--- config.mk ---
export PLATFORM = sky130hd
export DESIGN_NAME = adder_word_sequencer
export DESIGN_NICKNAME = d
export VERILOG_FILES = /design/src/rtl/adder_seq_pkg.sv /design/src/rtl/ripple_carry_adder8.sv /design/src/rtl/adder_word_sequencer.sv
export SDC_FILE = /design/constraint.sdc
export NUM_CORES = 1
export LEC_CHECK = 0
export ABC_AREA = 1
export CAP_MARGIN = 20
export CORE_MARGIN = 10
export CORE_UTILIZATION = 54
export DETAILED_ROUTE_END_ITERATION = 10
export PLACE_DENSITY_LB_ADDON = 0.1
export SYNTH_ARGS = -nofsm -noshare
export SYNTH_HDL_FRONTEND = slang
export SYNTH_HIERARCHICAL = 1
export SYNTH_SLANG_ARGS = --single-unit
--- constraint.sdc ---
create_clock -name clk -period 8.22 [get_ports clk]
set_input_delay 2.055 -clock clk [delete_from_list [all_inputs] [get_ports clk]]
set_output_delay 2.055 -clock clk [all_outputs]
set_load 0.1 [all_outputs]
--- src/rtl/adder_seq_pkg.sv ---
// Shared constants and types for the byte-serial word adder.
package adder_seq_pkg;

  localparam int unsigned SLICE_W = 8;

  typedef enum logic [1:0] {
    IDLE = 2'd0,
    RUN  = 2'd1,
    DONE = 2'd2
  } state_t;

  localparam logic OP_ADD = 1'b0;
  localparam logic OP_SUB = 1'b1;

endpackage

--- src/rtl/ripple_carry_adder8.sv ---
// Combinational 8-bit ripple-carry adder slice.
module ripple_carry_adder8 (
  input  logic [7:0] a,
  input  logic [7:0] b,
  input  logic       cin,
  output logic [7:0] sum,
  output logic       cout
);

  logic [8:0] c;

  assign c[0] = cin;

  for (genvar i = 0; i < 8; i++) begin : g_fa
    assign sum[i]   = a[i] ^ b[i] ^ c[i];
    assign c[i+1]   = (a[i] & b[i]) | (c[i] & (a[i] ^ b[i]));
  end

  assign cout = c[8];

endmodule

--- src/rtl/adder_word_sequencer.sv ---
// Multi-byte add/subtract built from one 8-bit slice, processed LSB byte first,
// one byte per cycle, with valid/ready handshakes on both sides.
module adder_word_sequencer
  import adder_seq_pkg::*;
#(
  parameter  int unsigned WORDS = 4,
  localparam int unsigned W     = SLICE_W * WORDS
) (
  input  logic         clk,
  input  logic         rst_n,
  input  logic         in_valid,
  output logic         in_ready,
  input  logic [W-1:0] in_a,
  input  logic [W-1:0] in_b,
  input  logic         in_cin,
  input  logic         in_sub,
  output logic         out_valid,
  input  logic         out_ready,
  output logic [W-1:0] out_sum,
  output logic         out_cout,
  output logic         out_ovf,
  output logic         busy
);

  localparam int unsigned         IDX_W    = (WORDS > 1) ? $clog2(WORDS) : 1;
  localparam logic [IDX_W-1:0]    LAST_IDX = IDX_W'(WORDS - 1);

  state_t state, state_nxt;

  logic [IDX_W-1:0]                 idx, idx_nxt;
  logic                             carry, carry_nxt;
  logic [WORDS-1:0][SLICE_W-1:0]    a_q, a_nxt;
  logic [WORDS-1:0][SLICE_W-1:0]    b_q, b_nxt;
  logic [WORDS-1:0][SLICE_W-1:0]    sum_q, sum_nxt;
  logic                             cout_q, cout_nxt;
  logic                             ovf_q, ovf_nxt;
  logic                             in_ready_q, in_ready_nxt;
  logic                             out_valid_q, out_valid_nxt;
  logic                             busy_q, busy_nxt;

  logic [SLICE_W-1:0] slice_a, slice_b, slice_sum;
  logic               slice_cout;

  assign slice_a = a_q[idx];
  assign slice_b = b_q[idx];

  ripple_carry_adder8 u_slice (
    .a    (slice_a),
    .b    (slice_b),
    .cin  (carry),
    .sum  (slice_sum),
    .cout (slice_cout)
  );

  // State and datapath registers.
  always_ff @(posedge clk) begin
    if (!rst_n) begin
      state       <= IDLE;
      idx         <= '0;
      carry       <= 1'b0;
      a_q         <= '0;
      b_q         <= '0;
      sum_q       <= '0;
      cout_q      <= 1'b0;
      ovf_q       <= 1'b0;
      in_ready_q  <= 1'b1;
      out_valid_q <= 1'b0;
      busy_q      <= 1'b0;
    end else begin
      state       <= state_nxt;
      idx         <= idx_nxt;
      carry       <= carry_nxt;
      a_q         <= a_nxt;
      b_q         <= b_nxt;
      sum_q       <= sum_nxt;
      cout_q      <= cout_nxt;
      ovf_q       <= ovf_nxt;
      in_ready_q  <= in_ready_nxt;
      out_valid_q <= out_valid_nxt;
      busy_q      <= busy_nxt;
    end
  end

  // Next-state and datapath update.
  always_comb begin
    state_nxt = state;
    idx_nxt   = idx;
    carry_nxt = carry;
    a_nxt     = a_q;
    b_nxt     = b_q;
    sum_nxt   = sum_q;
    cout_nxt  = cout_q;
    ovf_nxt   = ovf_q;

    unique case (state)
      IDLE: begin
        if (in_valid) begin
          a_nxt     = in_a;
          b_nxt     = (in_sub == OP_SUB) ? ~in_b : in_b;
          carry_nxt = (in_sub == OP_SUB) ? 1'b1 : in_cin;
          idx_nxt   = '0;
          sum_nxt   = '0;
          state_nxt = RUN;
        end
      end
      RUN: begin
        sum_nxt[idx] = slice_sum;
        carry_nxt    = slice_cout;
        idx_nxt      = IDX_W'(idx + 1'b1);
        if (idx == LAST_IDX) begin
          cout_nxt  = slice_cout;
          // Final slice holds the sign bits; overflow uses the fresh MSB byte.
          ovf_nxt   = (a_q[WORDS-1][SLICE_W-1] == b_q[WORDS-1][SLICE_W-1]) &&
                      (slice_sum[SLICE_W-1] != a_q[WORDS-1][SLICE_W-1]);
          state_nxt = DONE;
        end
      end
      DONE: begin
        if (out_ready) begin
          state_nxt = IDLE;
        end
      end
      default: begin
        state_nxt = IDLE;
      end
    endcase

    in_ready_nxt  = (state_nxt == IDLE);
    out_valid_nxt = (state_nxt == DONE);
    busy_nxt      = (state_nxt != IDLE);
  end

  assign in_ready  = in_ready_q;
  assign out_valid = out_valid_q;
  assign busy      = busy_q;
  assign out_sum   = sum_q;
  assign out_cout  = cout_q;
  assign out_ovf   = ovf_q;

endmodule

==> metrics.txt <==
top-area cell type share of the netlist area=44.74%; Post-Synth Adder-Cell Area=4.432%; 1st-pass router iterations=5; Synth async-reset ratio=0%; Post-Synth Simple-Gate Area=21.52%; Site Rows=34; share of layout cells above drive strength 1=3.448%; Critical Path AT=5680 ps; worst-margin pin slew=990.4 ps; Die X=113.7 um; Mapped Nets=723; Clock Pin Slew Worst Setup and Hold Paths=100 ps; Syn Area/Cell=7.400 um2; antenna diode count=0; CP startpoint kind=flip-flop; fin crit share=65.42%; internal power=820.2 uW; P&R area growth vs syn=26.46%; # IOs=107; DRT antenna net count=0; Crit path required time=8520 ps; post-synthesis sequential area ratio=44.74%; Fin. Hold Viols=0; HPWL Detailed=9592 um; Root Driver=clkbuf_8; Finished Cell Area=0.005998 mm2; Starting Density=54.93%; Crit Path Category=flip-flop to flip-flop; first-pass GRT wire length=21,190 um; peak supply drop=0.1166 mV; Worst Hold Class=flip-flop to flip-flop; largest net degree at the start of global routing=71; vias in the first global route=4,386; Unique masters post-synth=18; Die H=113.7 um; ys flop type=dfxtp_1; Num Clock Sinks=106; Net Sw Power=383.3 uW; largest family of logic cells by synthesized area=simple AND/OR/NAND/NOR gates; Post-CTS Repair Setup Buffers=0; wire per inst=15.47 um; YS warnings=6; Achievable Freq=0.1860 GHz; clk buf depth=2; relative slew slack=33.77%; grt ovf=0; Area contributors post-synth=dfxtp_1, nand2_1, nor2_1, a21oi_1, o21ai_0; Clock power frac=30.5%; DR vias=4,408; clock latency on the worst-skew pair=370 ps; routability congestion estimate=0.9232; register share of total power=47.1%; #FFs+latches synth=106; H-tree depth=3; hold buffer count at CTS=0; Setup Skew=9.019 ps; CTS tree=built; Max-Cap Viols=0; Slew Viols, Final=0; XOR/XNOR Fraction of Synth Area=5.909%; EDFF count, synth=0; core area=0.008636 mm2; Setup crit end kind=flip-flop; Overall Global Routing Usage=19.64%; cell taking the most area after synthesis=dfxtp_1; post-synthesis instance area=0.004743 mm2; Post-Synthesis Cells=641; Final Util=69.46%; Initial DRC Count=214; final setup vio count=0; fin nets=802; outcome=complete, no violations; CP max FO=37; initial antenna violation count=0; PD cells=200.6 mW/mm2; synth cell count leaders=nand2_1, nor2_1, dfxtp_1; die area=0.01293 mm2; fraction of the mapped netlist area in compound gates=16.57%; mux share of post-synthesis cell area=0%; post-layout min period=5378 ps; drt total wl=12,890 um; cts repair resizes=0; most common cell in the netlist=nand2_1; vias per inst=5.292; RSZ-0062 raised after global routing=no; Pleak=2.347 nW; total CTS buffers=9; Fillers=749; Post-Route Setup TNS=0 ps; Switching Fraction=31.85%; dpl cell area=0.005746 mm2; PortBufs=106; post-route DRC violation count=0; Gate power share=22.4%
## metal layers
metal  GRT usage [%]  vias to the layer above  wire, um
met5               0                        -         0
met4           8.122                        0       317
met3           4.619                       27       819
met2           33.41                      140      6439
met1           23.19                     2031      5310
li1                -                     2210         -
## logic make-up after synthesis
group | Yosys count
buf+inv | 72
compound gates | 153
xor+xnor | 32
fa+ha+maj | 12
flops | 106
simple gates | 266
## through the flow
step                      cells  worst slack, ps  power [mW]  hold slack, ps
after CTS                   832             2864       1.206           466.3
after floorplan             641             3779      0.7582           440.0
after global placement      816             3138      0.8409           447.4
after global routing        833             2477       1.260           495.0
after detailed placement    816             2899      0.8468           453.2
final                       833             2842       1.203           465.0
## flip-flops by register name (all words and copies together) (netlist names)
name and flops:
a_q 32, b_q 32, out_sum 32, idx 2, state 2, busy 1
carry 1, in_ready 1, out_cout 1, out_ovf 1, out_valid 1
## cell type report
cell class	count	area [um2]	area share [%]
Tap cell	108	135.1	2.253
Timing Repair Buffer	110	1099	18.31
Clock inverter	7	108.9	1.815
Multi-Input combinational cell	463	2297	38.30
Clock buffer	9	123.9	2.065
Sequential cell	106	2122	35.38
Inverter	30	112.6	1.877
## layout by cell type, fill, tap and decap left out, drive strengths merged, types with 4 or more instances in the layout
cell type | synthesis | routed
o21ai | 68 | 68
nand3 | 8 | 8
inv | 30 | 33
dfxtp | 106 | 106
a21oi | 69 | 69
o22ai | 16 | 16
clkdlybuf4s50 | 0 | 105
nand2 | 142 | 142
xor2 | 32 | 32
nor2 | 114 | 114
clkbuf | 20 | 9
ha | 4 | 4
buf | 22 | 5
fa | 8 | 8
## worst paths after layout
check / startpoint / to / slack [ps] / depth (start not counted)
max: idx[0] / out_sum[23] / 2840 / 20
min: out_sum[0] / out_sum[0] / 470 / 2
max reg2reg: idx[0] / out_sum[23] / 2840 / 20
min reg2reg: out_sum[0] / out_sum[0] / 470 / 2
## worst max-delay path: stages (launching register included)
cell	delay, ps
dfxtp_1	320
buf_4	310
inv_1	480
o21ai_0	320
o22ai_1	160
fa_1	440
inv_1	70
fa_1	150
inv_1	50
fa_1	370
fa_1	390
fa_1	390
fa_1	400
fa_1	370
inv_1	90
fa_1	410
inv_1	90
inv_1	70
nor2_1	180
nand2_1	80
a21oi_1	160
## power by group through the flow
stage	combinational (mW)	sequential, mW	clock (mW)
after floorplan	0.142	0.617	0
after global placement	0.263	0.578	0
after detailed placement	0.268	0.578	0
after CTS	0.269	0.567	0.370
after global routing	0.300	0.570	0.390
final	0.269	0.567	0.367
(Power assumes the default switching activity.)
